$ cat config.mk
export PLATFORM = sky130hd
export DESIGN_NAME = spi_peripheral_ht16d35a_rx
export DESIGN_NICKNAME = d
export VERILOG_FILES = /design/src/rtl/spi_ht16d35a_pkg.sv /design/src/rtl/spi_peripheral_ht16d35a_rx_sync.sv /design/src/rtl/spi_peripheral_ht16d35a_rx.sv
export SDC_FILE = /design/constraint.sdc
export NUM_CORES = 1
export LEC_CHECK = 0
export CORE_ASPECT_RATIO = 1.1
export CORE_MARGIN = 2
export CORE_UTILIZATION = 49
export CTS_BUF_LIST = sky130_fd_sc_hd__clkbuf_4
export CTS_CLUSTER_DIAMETER = 50
export CTS_CLUSTER_SIZE = 28
export DETAILED_ROUTE_END_ITERATION = 10
export PLACE_DENSITY = 0.78
export SLEW_MARGIN = 20
export SYNTH_ARGS = -nofsm -noshare
export SYNTH_HDL_FRONTEND = slang
export SYNTH_SLANG_ARGS = --single-unit
$ cat constraint.sdc
create_clock -name clk -period 2.22 [get_ports clk]
set_input_delay 0.333 -clock clk [delete_from_list [all_inputs] [get_ports clk]]
set_output_delay 0.333 -clock clk [all_outputs]
set_load 0.1 [all_outputs]
$ cat src/rtl/spi_ht16d35a_pkg.sv
// Shared types, default timing and bit-order helper for the
// HT16D35A-style receive-only SPI peripheral.
package spi_ht16d35a_pkg;

   typedef enum logic [1:0] {
      S_IDLE,
      S_RX_BITS,
      S_GAP
   } state_t;

   localparam int CLK_HZ_DEF      = 50_000_000;
   localparam int CLK_2US_DEF     = 100;
   localparam int SYNC_STAGES_DEF = 2;

   // Shift one received bit into the assembly register.
   // MSB-first shifts left; LSB-first shifts right so the
   // first bit lands in bit 0 after eight shifts.
   function automatic logic [7:0] shift_in(
      input logic [7:0] sr,
      input logic       b,
      input logic       lsb_first
   );
      if (lsb_first) begin
         return {b, sr[7:1]};
      end
      return {sr[6:0], b};
   endfunction

endpackage

$ cat src/rtl/spi_peripheral_ht16d35a_rx_sync.sv
// Multi-flop synchronizer with history flop and edge detect.
// Ports: clk_i, reset_ni, d_i (async) -> q_o, rise_o, fall_o.
module spi_sync_edge #(
   parameter int   STAGES  = 2,
   parameter logic RST_VAL = 1'b0
) (
   input  logic clk_i,
   input  logic reset_ni,
   input  logic d_i,
   output logic q_o,
   output logic rise_o,
   output logic fall_o
);

   logic [STAGES-1:0] sync_q;
   logic [STAGES-1:0] sync_d;
   logic              hist_q;

   assign sync_d = {sync_q[STAGES-2:0], d_i};

   always_ff @(posedge clk_i or negedge reset_ni) begin
      if (!reset_ni) begin
         sync_q <= {STAGES{RST_VAL}};
         hist_q <= RST_VAL;
      end else begin
         sync_q <= sync_d;
         hist_q <= sync_q[STAGES-1];
      end
   end

   assign q_o    = sync_q[STAGES-1];
   assign rise_o = sync_q[STAGES-1] & ~hist_q;
   assign fall_o = ~sync_q[STAGES-1] & hist_q;

endmodule

$ cat src/rtl/spi_peripheral_ht16d35a_rx.sv
// Receive-only 3-wire SPI peripheral: oversampled bus, byte strobe,
// frame buffer and framing-error flags.
// Ports: clk, reset_n, sck/dio/cs (async bus) -> busy, byte_valid,
// byte_data, byte_index, frame_done, out_data[], out_count, err_*.
module spi_peripheral_ht16d35a_rx
   import spi_ht16d35a_pkg::*;
#(
   parameter int SYNC_STAGES  = SYNC_STAGES_DEF,
   parameter int CLK_2us      = CLK_2US_DEF,
   parameter int MAX_BYTES    = 8,
   parameter int MAX_BYTES_SZ = $clog2(MAX_BYTES + 1),
   parameter int LSB_FIRST    = 0
) (
   input  logic                    clk,
   input  logic                    reset_n,
   input  logic                    sck,
   input  logic                    dio,
   input  logic                    cs,
   output logic                    busy,
   output logic                    byte_valid,
   output logic [7:0]              byte_data,
   output logic [MAX_BYTES_SZ-1:0] byte_index,
   output logic                    frame_done,
   output logic [7:0]              out_data [MAX_BYTES],
   output logic [MAX_BYTES_SZ-1:0] out_count,
   output logic                    err_partial,
   output logic                    err_gap,
   output logic                    err_overflow
);

   localparam int GW = $clog2(CLK_2us + 1);
   localparam int AW = $clog2(SYNC_STAGES + 2);
   localparam logic [GW-1:0] GAP_MAX = GW'(CLK_2us);
   localparam logic [MAX_BYTES_SZ-1:0] MAX_CNT = MAX_BYTES_SZ'(MAX_BYTES);
   localparam logic [AW-1:0] ARM_MAX = AW'(SYNC_STAGES + 1);

   logic sck_s, sck_rise, sck_fall;
   logic cs_s, cs_rise, cs_fall;
   logic dio_s, dio_rise, dio_fall;
   logic unused_dio_edges;

   spi_sync_edge #(.STAGES(SYNC_STAGES), .RST_VAL(1'b1)) u_sck (
      .clk_i   (clk),
      .reset_ni(reset_n),
      .d_i     (sck),
      .q_o     (sck_s),
      .rise_o  (sck_rise),
      .fall_o  (sck_fall)
   );

   spi_sync_edge #(.STAGES(SYNC_STAGES), .RST_VAL(1'b1)) u_cs (
      .clk_i   (clk),
      .reset_ni(reset_n),
      .d_i     (cs),
      .q_o     (cs_s),
      .rise_o  (cs_rise),
      .fall_o  (cs_fall)
   );

   spi_sync_edge #(.STAGES(SYNC_STAGES), .RST_VAL(1'b0)) u_dio (
      .clk_i   (clk),
      .reset_ni(reset_n),
      .d_i     (dio),
      .q_o     (dio_s),
      .rise_o  (dio_rise),
      .fall_o  (dio_fall)
   );

   assign unused_dio_edges = dio_rise ^ dio_fall;

   state_t                  state_q, state_d;
   logic [3:0]              bit_cnt_q, bit_cnt_d;
   logic [GW-1:0]           gap_cnt_q, gap_cnt_d;
   logic [7:0]              shift_q, shift_d, shift_nx;
   logic [MAX_BYTES_SZ-1:0] count_q, count_d;
   logic                    bv_q, bv_d;
   logic [7:0]              bdata_q, bdata_d;
   logic [MAX_BYTES_SZ-1:0] bidx_q, bidx_d;
   logic                    fd_q, fd_d;
   logic                    ep_q, ep_d;
   logic                    eg_q, eg_d;
   logic                    eo_q, eo_d;
   logic                    armed_q, armed_d;
   logic [AW-1:0]           arm_cnt_q, arm_cnt_d;
   logic                    wr_en;
   logic [7:0]              mem_q [MAX_BYTES];

   assign shift_nx = shift_in(shift_q, dio_s, LSB_FIRST != 0);

   // After reset the synchronizer holds a fake "high"; cs must be
   // really observed high through the whole chain before a fall
   // may open a frame.
   always_comb begin
      armed_d   = armed_q;
      arm_cnt_d = arm_cnt_q;
      if (!armed_q) begin
         if (!cs_s) begin
            arm_cnt_d = '0;
         end else if (arm_cnt_q == ARM_MAX) begin
            armed_d = 1'b1;
         end else begin
            arm_cnt_d = arm_cnt_q + 1'b1;
         end
      end
   end

   always_comb begin
      state_d   = state_q;
      bit_cnt_d = bit_cnt_q;
      gap_cnt_d = gap_cnt_q;
      shift_d   = shift_q;
      count_d   = count_q;
      bv_d      = 1'b0;
      bdata_d   = bdata_q;
      bidx_d    = bidx_q;
      fd_d      = 1'b0;
      ep_d      = ep_q;
      eg_d      = eg_q;
      eo_d      = eo_q;
      wr_en     = 1'b0;
      unique case (state_q)
         S_IDLE: begin
            if (cs_fall && armed_q) begin
               count_d   = '0;
               bit_cnt_d = '0;
               gap_cnt_d = '0;
               ep_d      = 1'b0;
               eg_d      = 1'b0;
               eo_d      = 1'b0;
               state_d   = S_RX_BITS;
            end
         end
         S_RX_BITS: begin
            // cs release wins over a same-cycle sck rise
            if (cs_rise) begin
               if (bit_cnt_q != '0) ep_d = 1'b1;
               fd_d    = 1'b1;
               state_d = S_IDLE;
            end else if (sck_rise) begin
               shift_d   = shift_nx;
               bit_cnt_d = bit_cnt_q + 1'b1;
               if (bit_cnt_q == 4'd7) begin
                  if (count_q < MAX_CNT) begin
                     wr_en   = 1'b1;
                     bv_d    = 1'b1;
                     bdata_d = shift_nx;
                     bidx_d  = count_q;
                     count_d = count_q + 1'b1;
                  end else begin
                     eo_d = 1'b1;
                  end
                  gap_cnt_d = '0;
                  state_d   = S_GAP;
               end
            end
         end
         S_GAP: begin
            if (sck_s && gap_cnt_q < GAP_MAX) begin
               gap_cnt_d = gap_cnt_q + 1'b1;
            end
            if (cs_rise) begin
               if (gap_cnt_q < GAP_MAX) eg_d = 1'b1;
               fd_d    = 1'b1;
               state_d = S_IDLE;
            end else if (sck_fall) begin
               if (gap_cnt_q < GAP_MAX) eg_d = 1'b1;
               bit_cnt_d = '0;
               state_d   = S_RX_BITS;
            end
         end
         default: state_d = S_IDLE;
      endcase
   end

   always_ff @(posedge clk or negedge reset_n) begin
      if (!reset_n) begin
         state_q   <= S_IDLE;
         bit_cnt_q <= '0;
         gap_cnt_q <= '0;
         shift_q   <= '0;
         count_q   <= '0;
         bv_q      <= 1'b0;
         bdata_q   <= '0;
         bidx_q    <= '0;
         fd_q      <= 1'b0;
         ep_q      <= 1'b0;
         eg_q      <= 1'b0;
         eo_q      <= 1'b0;
         armed_q   <= 1'b0;
         arm_cnt_q <= '0;
      end else begin
         state_q   <= state_d;
         bit_cnt_q <= bit_cnt_d;
         gap_cnt_q <= gap_cnt_d;
         shift_q   <= shift_d;
         count_q   <= count_d;
         bv_q      <= bv_d;
         bdata_q   <= bdata_d;
         bidx_q    <= bidx_d;
         fd_q      <= fd_d;
         ep_q      <= ep_d;
         eg_q      <= eg_d;
         eo_q      <= eo_d;
         armed_q   <= armed_d;
         arm_cnt_q <= arm_cnt_d;
      end
   end

   always_ff @(posedge clk or negedge reset_n) begin
      if (!reset_n) begin
         for (int i = 0; i < MAX_BYTES; i++) mem_q[i] <= '0;
      end else begin
         for (int i = 0; i < MAX_BYTES; i++) begin
            if (wr_en && count_q == MAX_BYTES_SZ'(i)) begin
               mem_q[i] <= shift_nx;
            end
         end
      end
   end

   assign busy         = ~cs_s;
   assign byte_valid   = bv_q;
   assign byte_data    = bdata_q;
   assign byte_index   = bidx_q;
   assign frame_done   = fd_q;
   assign out_data     = mem_q;
   assign out_count    = count_q;
   assign err_partial  = ep_q;
   assign err_gap      = eg_q;
   assign err_overflow = eo_q;

endmodule
# Word level (Yosys, flattened, before mapping)
# Index checks and enable logic that the tools add are counted.
# totals
register_bits	116
output_inout_bits	86
elab_cells	145
# op_classes
add_sub_neg	4
magnitude_cmp	2
eq_ne	26
mux	49
bitwise_logic	10
n_reduce_logical	27
# ops
operator	count
$mux 4	9
$mux 7	5
$ne 2x2->1 const B	12
$reduce_and 6->1	4
$pmux 7 s3	1
$eq 4x3->1 const B	5
$mux 1	20
$mux 2	8
$pmux 4 s3	1
$logic_and 1x1->1	10
$ne 3x3->1 const B	3
$add 4x1->4 const B	2
$eq 4x2->1 const B	2
$pmux 4 s2	1
$reduce_and 4->1	2
$add 7x1->7 const B	1
$lt 7x7->1 const B	1
$not 1->1	6
$pmux 1 s2	3
$pmux 2 s3	1
$reduce_and 3->1	2
$reduce_and 5->1	1
$and 1x1->1	4
$eq 2x2->1 const B	2
other kinds (11)	12

# Logic depth before layout (Yosys ltp)
# Gate-level depths: netlist of run 1.
# logic_depth
word_depth	7
depth_mapped	8

# By module
# Synthesis of run 1 repeated with hierarchy kept, for this count alone.
# unflattened
cells_unflattened	387
area_unflattened_um2	4992.3
# modules_own_cells
module	n_inst	cells_per_inst	area_each_um2	seq_area_each_um2
spi_peripheral_ht16d35a_rx	1	372	4714.5	2702.6
spi_sync_edge at u_cs ...	2	5	93.8	78.8
spi_sync_edge at u_dio	1	5	90.1	75.1

# Least setup slack after synthesis of run 1
# Ideal clock, no wire load.
# synth_path
path_type	flip-flop to flip-flop
from	register count_q[2] (netlist: out_count[2])
to	register mem_q, in the netlist out_data[0]
t_arrival_ps	2476
required_time_ps	2095
path_slack_ps	-382
path_stages_with_launch	6
n_path_buf	1
synth_period_minus_slack_ps	2602
path_cell_list	dfrtp_1 -> inv_1 -> or4_1 -> buf_4 -> nor3b_4 -> mux2_2
# synth_via
elab_chain_len	7
elab_cells_between_ends	8
cone_classes	1 x order compare; 1 x eq/ne; 5 x mux; 1 x reduce/logical
# synth_rtl
element	line_no	source
start: declaration	spi_peripheral_ht16d35a_rx.sv:75	logic [MAX_BYTES_SZ-1:0] count_q, count_d;
start signal: assignment	spi_peripheral_ht16d35a_rx.sv:196	count_q <= count_d;
$lt 4x4->1	spi_peripheral_ht16d35a_rx.sv:143	if (count_q < MAX_CNT) begin
$mux 1	spi_peripheral_ht16d35a_rx.sv:143	
$mux 1	spi_peripheral_ht16d35a_rx.sv:142	if (bit_cnt_q == 4'd7) begin
$mux 1	spi_peripheral_ht16d35a_rx.sv:139	end else if (sck_rise) begin
$mux 1	spi_peripheral_ht16d35a_rx.sv:135	if (cs_rise) begin
$mux 1	spi_peripheral_ht16d35a_rx.sv:121	unique case (state_q)
$logic_and 1x1->1 (*)	spi_peripheral_ht16d35a_rx.sv:214	if (wr_en && count_q == MAX_BYTES_SZ'(i)) begin
end signal: indexed assignment	spi_peripheral_ht16d35a_rx.sv:215	mem_q[i] <= shift_nx;
end: declaration	spi_peripheral_ht16d35a_rx.sv:86	logic [7:0] mem_q [MAX_BYTES];
# Every way passes the cells marked *; elsewhere a longest branch is shown, timed or not.
# A chain may end at the register's enable or synchronous reset.

# Final worst setup path of run 1
# layout_path
from	register bit_cnt_q[0]
to	register mem_q, in the netlist out_data[16]
# layout_via
elab_chain_len	6
# layout_rtl
element	line_no	source
start: declaration	spi_peripheral_ht16d35a_rx.sv:72	logic [3:0] bit_cnt_q, bit_cnt_d;
start signal: assignment	spi_peripheral_ht16d35a_rx.sv:193	bit_cnt_q <= bit_cnt_d;
$eq 4x3->1	spi_peripheral_ht16d35a_rx.sv:142	
$mux 1	spi_peripheral_ht16d35a_rx.sv:142	
$mux 1	spi_peripheral_ht16d35a_rx.sv:139	
$mux 1	spi_peripheral_ht16d35a_rx.sv:135	
$mux 1	spi_peripheral_ht16d35a_rx.sv:121	
$logic_and 1x1->1	spi_peripheral_ht16d35a_rx.sv:214	
# No other way between the ends.

==> reports/summary.txt, run 1 <==
outcome: completed
area of the core: 9890 um2
Synth area leaders: dfrtp_1, mux2_2, dfstp_2
largest family of logic cells by synthesized area: multiplexers
TNS Setup: 0 ns
Yosys cell types: 55
layout cell share with drive strength beyond 1: 0.474
clock skew: 0.0191 ns
crit path time final: 2.11 ns
CTS tree: done
Post-Synth Adder-Cell Area: 0.0300
dpl cells: 588
routed vias/inst: 5.60
n_diodes: 0
dpl ws: -0.0342 ns
Worst-Margin Slew: 0.591 ns
overall die height: 110 um
Rel. slew slack: 0.605
Sw Pwr: 1.64 mW
final RePlAce weighted congestion: 0.790
area share of and/or/nand/nor cells after synthesis: 0.0931
fmax: 473 MHz
Worst Path Buf+Inv: 1
Mapped Nets: 389
Worst-Skew Late Latency: 0.50 ns
max-cap viol count: 0
Gate power share: 0.220
Post-Synth XOR/XNOR Area: 0
area grow syn2layout: 25.5%
mux share of post-synthesis cell area: 0.187
startpoint type of the worst setup path: flop
WL/cell: 17.0 um
Max IR drop VDD: 0.760 mV
Post-Layout Cell Count: 622
min-delay src: sck
full die area: 11,100 um2
CP max stage delay: 0.60 ns
DR DRC count: 0
Critical Path AT: 2.50 ns
Initial Utilization: 0.507
Top Family by Delay on Critical Path: simple AND/OR/NAND/NOR gates
number of synthesized flops with an enable pin: 0
synth cell count leaders: dfrtp_1, mux2_2, clkbuf_1
Critical Path Fanout Max: 8
Syn Std Cell Area: 5010 um2
Post-Route Utilization: 0.636
post-route worst setup slack: 0.107 ns
Vias: 3,482
Yosys top cell by area: dfrtp_1
Seq/Total Area, Yosys: 0.581
clock-pin slew on the worst setup and hold paths: 0.10 ns
critical path required time: 2.60 ns
Static Leak: 3.19 nW
final instance area: 6290 um2
clk root buf: clkbuf_4
GR Overflow Total: 0
initial antenna violation count: 0
buffers added on ports: 90
CP endpoint kind: flop
final setup vio count: 0
period utilization: 0.952
largest net degree at the start of global routing: 58
crit path from: bit_cnt_q[0]
clock tree buffer depth: 2
GRT Total Usage: 0.202
Slew Viols, Final: 0
clock power share: 0.267
Hold WC Path Type: in -> reg
first-pass GRT wire length: 17,300 um
Seq pwr share: 0.513
Rows: 38
Nets: 506
Post-DRT Antenna Nets: 0
post-synthesis compound-gate area fraction: 0.0829
mean post-synth cell area: 13.5 um2
Die X: 100 um
CP Cell Sequence: ha_1 -> nand3b_2 -> or4_4 -> nor3b_4 -> buf_12 -> mux2_2
H-tree depth: 4
drt pass-1 iters: 4
vias in the first global route: 3,482
Hold Vio Cnt, Final: 0
Worst Path Class, Setup: reg -> reg
cts bufs inserted: 17
Critical-path top delay cell: or4_4
initial DRC count: 135
Post-Synthesis Cells: 372
Synth warnings: 0
placed standard-cell area: 6030 um2
PwrDens: 776 nW/um2
most common cell in the netlist: dfrtp_1
switching part of the total: 0.336
synthesis-stage register bit count: 116
top_reg_cell synth: dfrtp_1
fillcell total: 767
Top Ports: 91
Detailed Place HPWL: 7600 um
ys async rst share: 1.00
Pint: 3.24 mW
CTS sink cnt: 116
WL final: 10,600 um
FF-to-FF Start: bit_cnt_q[0]
top cell type's share of synthesized area: 0.549
RSZ-0062 raised after global routing: false
[per-layer routing]
metal / GRT usage / vias up / wire length, um
li1: - / 1608 / -
met1: 0.251 / 1764 / 4590
met2: 0.344 / 101 / 5420
met3: 0.0574 / 9 / 466
met4: 0.0626 / 0 / 73
met5: 0 / - / 0
[registers in the layout (all words and copies together), names as in the netlist]
name          flops
byte_data         8
state_q           2
u_sck.sync_q      2
err_partial       1
err_overflow      1
u_cs.hist_q       1
shift_q           7
byte_index        4
frame_done        1
u_dio.sync_q      2
gap_cnt_q         7
armed_q           1
err_gap           1
byte_valid        1
out_count         4
bit_cnt_q         4
u_cs.sync_q       2
arm_cnt_q         2
out_data         64
u_sck.hist_q      1
[cells in the final DEF, fill, tap and decap left out, drive strengths merged, types with 2 or more instances in the layout]
cell and count:
nor2b 3, o2111ai 3, clkdlybuf4s50 3, dfrtp 110, o21ai 9, inv 11
o22a 2, a22o 2, nand2b 6, mux2 83, ha 12, and2 2
a22oi 2, o211ai 5, o41ai 2, or4 4, nor3 2, o311ai 2
dfstp 6, clkinv 8, nor2 7, a32o 2, nor4 5, o31ai 3
nand2 13, buf 115, a21oi 9, a21o 2, nand3b 8, a31oi 2
clkbuf 22, o2bb2ai 2, or3 3, nor3b 4, nand3 9
[final cells by class]
class | count | area (um2) | share of cell area
sequential | 116 | 2910 | 0.463
clock buffer | 22 | 165 | 0.0263
timing repair buffer | 119 | 966 | 0.154
multi-input combinational | 224 | 1980 | 0.315
inverter | 11 | 41.3 | 0.00656
tap | 120 | 150 | 0.0239
clock inverter | 10 | 71.3 | 0.0113
[worst paths after layout]
path                                    to  depth (start not counted)  slack, ns
max                           out_data[16]                          6       0.11
min                        u_sck.sync_q[0]                          1       0.22
max reg2reg                   out_data[16]                          6       0.11
min reg2reg                u_dio.sync_q[1]                          0       0.36
max in group asynchronous      u_cs.hist_q                          3       1.15
min in group asynchronous     out_data[61]                          2       0.32
[power by group through the flow]
stage	Combinational [mW]	Clock, mW	Sequential [mW]
5_1_grt	1.18	1.44	2.54
4_1_cts	1.07	1.35	2.51
3_3_place_gp	1.02	0	2.54
6_report	1.07	1.30	2.50
2_1_floorplan	0.712	0	2.52
3_5_place_dp	1.06	0	2.55
[stage by stage]
step / hold slack, ns / power, mW
after floorplan: 0.0374 / 3.23
after global routing: 0.180 / 5.17
after global placement: 0.303 / 3.56
after detailed placement: 0.312 / 3.61
after CTS: 0.177 / 4.92
final: 0.225 / 4.88
[kinds of logic (layout without fill, tap and decap cells)]
logic type               count (synthesis)  in the layout
AO/OA/AOI/OAI                           57             57
adder cells (fa/ha/maj)                 12             12
buffers and inverters                   32            162
flip-flops                             116            116
multiplexers                            83             83
AND/OR/NAND/NOR                         72             72
[timing repair]
item,in CTS,in global routing
endpoints found under the hold margin,31,0
setup buffers,0,1
pin swaps,0,0
gates resized for setup,1,1
setup endpoints to repair,30,14
hold buffers,1,0
(Power assumes the default switching activity.)
==> run 2, diff against run 1 <==
==> constraint.sdc (replaced) <==
create_clock -name clk -period 1.9 [get_ports clk]
set_input_delay 0.285 -clock clk [delete_from_list [all_inputs] [get_ports clk]]
set_output_delay 0.285 -clock clk [all_outputs]
set_load 0.1 [all_outputs]
==> reports/summary.txt, run 2 (synthesized netlist as in run 1, its figures left out) <==
Pint: 4.40 mW (was 3.24 mW)
critical path required time: 2.27 ns (was 2.60 ns)
area of the core: 9890 um2 (unchanged)
Worst Path Class, Setup: reg -> reg (unchanged)
WL/cell: 18.1 um (was 17.0 um)
Critical Path Fanout Max: 8 (unchanged)
area grow syn2layout: 39.1% (was 25.5%)
Slew Viols, Final: 0 (unchanged)
clock-pin slew on the worst setup and hold paths: 0.09 ns (was 0.10 ns)
max FFs per register: 64 (unchanged)
n_diodes: 0 (unchanged)
clock power share: 0.301 (was 0.267)
DR DRC count: 0 (unchanged)
cts bufs inserted: 17 (unchanged)
Critical Path AT: 2.47 ns (was 2.50 ns)
initial antenna violation count: 0 (unchanged)
startpoint type of the worst setup path: flop (unchanged)
met1 WL: 5180 um (was 4590 um)
max-cap viol count: 0 (unchanged)
full die area: 11,100 um2 (unchanged)
violated checks: negative setup slack
overall die height: 110 um (unchanged)
Die X: 100 um (unchanged)
WL final: 11,900 um (was 10,600 um)
Max IR drop VDD: 0.970 mV (was 0.760 mV)
GR Overflow Total: 0 (unchanged)
first-pass GRT wire length: 18,900 um (was 17,300 um)
final setup vio count: 81 (was 0)
final RePlAce weighted congestion: 0.860 (was 0.790)
met2 wire len: 6110 um (was 5420 um)
clk root buf: clkbuf_4 (unchanged)
outcome: finished with violations (was completed)
uppermost layer routed: met4 (unchanged)
initial DRC count: 114 (was 135)
drt pass-1 iters: 5 (was 4)
Rel. slew slack: 0.690 (was 0.605)
Nets: 541 (was 506)
CP Cell Sequence: ha_4 -> nand3b_4 -> or4_4 -> nor3b_4 -> buf_12 -> mux2_2 (was ha_1 -> nand3b_2 -> or4_4 -> nor3b_4 -> buf_12 -> mux2_2)
Top Family by Delay on Critical Path: simple AND/OR/NAND/NOR gates (unchanged)
clock skew: 0.0203 ns (was 0.0191 ns)
Critical-path top delay cell: or4_4 (unchanged)
PwrDens: 933 nW/um2 (was 776 nW/um2)
TNS Setup: -8.62 ns (was 0 ns)
largest net degree at the start of global routing: 50 (was 58)
CP max stage delay: 0.60 ns (about the same)
commonest non-fill, non-tap cell in the layout: buf_4 (unchanged)
CP endpoint kind: flop (unchanged)
Hold WC Path Type: in -> reg (unchanged)
Detailed Place HPWL: 8020 um (was 7600 um)
buffers added on ports: 90 (unchanged)
Static Leak: 3.51 nW (was 3.19 nW)
fmax: 476 MHz (was 473 MHz)
H-tree depth: 4 (unchanged)
vias in the first global route: 3,680 (was 3,482)
GRT Total Usage: 0.223 (was 0.202)
period utilization: 1.11 (was 0.952)
hold slack: 0.207 ns (was 0.225 ns)
metal3 WL: 499 um (was 466 um)
RSZ-0062 raised after global routing: true (was false)
Vias: 3,655 (was 3,482)
Initial Utilization: 0.507 (unchanged)
Worst Path Buf+Inv: 1 (unchanged)
routed vias/inst: 5.56 (was 5.60)
Rows: 38 (unchanged)
CTS tree: done (unchanged)
Hold Vio Cnt, Final: 0 (unchanged)
Gate power share: 0.244 (was 0.220)
Worst-Skew Late Latency: 0.49 ns (was 0.50 ns)
Top Ports: 91 (unchanged)
layout cell share with drive strength beyond 1: 0.562 (was 0.474)
post-route worst setup slack: -0.201 ns (was 0.107 ns)
switching part of the total: 0.324 (was 0.336)
most frequent cells in the layout: buf_4, dfrtp_1, mux2_2 (unchanged)
crit path time final: 2.10 ns (was 2.11 ns)
clock tree buffer depth: 2 (unchanged)
Worst-Margin Slew: 0.464 ns (was 0.591 ns)
CTS sink cnt: 116 (unchanged)
Sw Pwr: 2.11 mW (was 1.64 mW)
Seq pwr share: 0.455 (was 0.513)
Post-DRT Antenna Nets: 0 (unchanged)
==> run 2: cell count changes in the layout (fill, tap and decap cells not counted), moves of 3 or more <==
cell,before,now
mux2_1,5,0
ha_1,12,7
mux2_4,0,36
mux2_2,78,47
bufinv_16,1,4
buf_6,0,15
buf_4,110,128
ha_2,0,3
clkinv_1,5,1
==> run 2: metrics by stage <==
| stage | area, um2 | total power, mW | instances | setup WS, ns | utilization |
|---|---|---|---|---|---|
| final | 6970 | 6.51 | 657 | -0.201 | 0.705 |
| after floorplan | 5050 | 3.83 | 372 | -0.433 | - |
| after global routing | 6970 | 6.87 | 657 | -0.288 | 0.705 |
| after CTS | 6670 | 6.41 | 644 | -0.221 | 0.675 |
| after detailed placement | 6180 | 4.39 | 608 | -0.250 | 0.624 |
| after global placement | 6180 | 4.33 | 608 | -0.200 | 0.624 |
==> run 2: cell type report <==
class | count | area, um2
inverters | 11 | 41.3
multi-input cells | 224 | 2250
clock buffers | 20 | 150
fillers | 666 | 2920
repair buffers | 154 | 1300
clock inverters | 12 | 165
well taps | 120 | 150
flip-flops and latches | 116 | 2920
==> run 2: path summary, 6_finish.rpt <==
kind / startpoint / end / slack [ns] / cells after the start
max: bit_cnt_q[1] / out_data[9] / -0.20 / 6
min: cs / u_cs.sync_q[0] / 0.21 / 1
max reg2reg: bit_cnt_q[1] / out_data[9] / -0.20 / 6
min reg2reg: u_cs.sync_q[0] / u_cs.sync_q[1] / 0.36 / 0
max in group asynchronous: reset_n / gap_cnt_q[5] / 0.99 / 3
min in group asynchronous: reset_n / out_data[54] / 0.27 / 2
==> run 2: what timing repair did <==
item	in CTS	in global routing
buffers inserted	3	16
hold buffers	1	0
setup endpoints to repair	73	91
endpoints found under the hold margin	25	0
cloned	1	0
gates resized for setup	41	45
pin swaps	1	10
==> run 2: metal layers <==
layer,track usage,up-vias
met5,0,-
met4,0.0783,0
met3,0.0485,16
met2,0.381,106
met1,0.283,1859
li1,-,1674
==> run 2: power groups by stage <==
stage,clock [mW],combinational [mW],sequential [mW]
4_1_cts,2.01,1.44,2.95
3_5_place_dp,0,1.40,2.99
6_report,1.96,1.59,2.96
2_1_floorplan,0,0.884,2.94
5_1_grt,2.14,1.73,3.00
3_3_place_gp,0,1.36,2.97
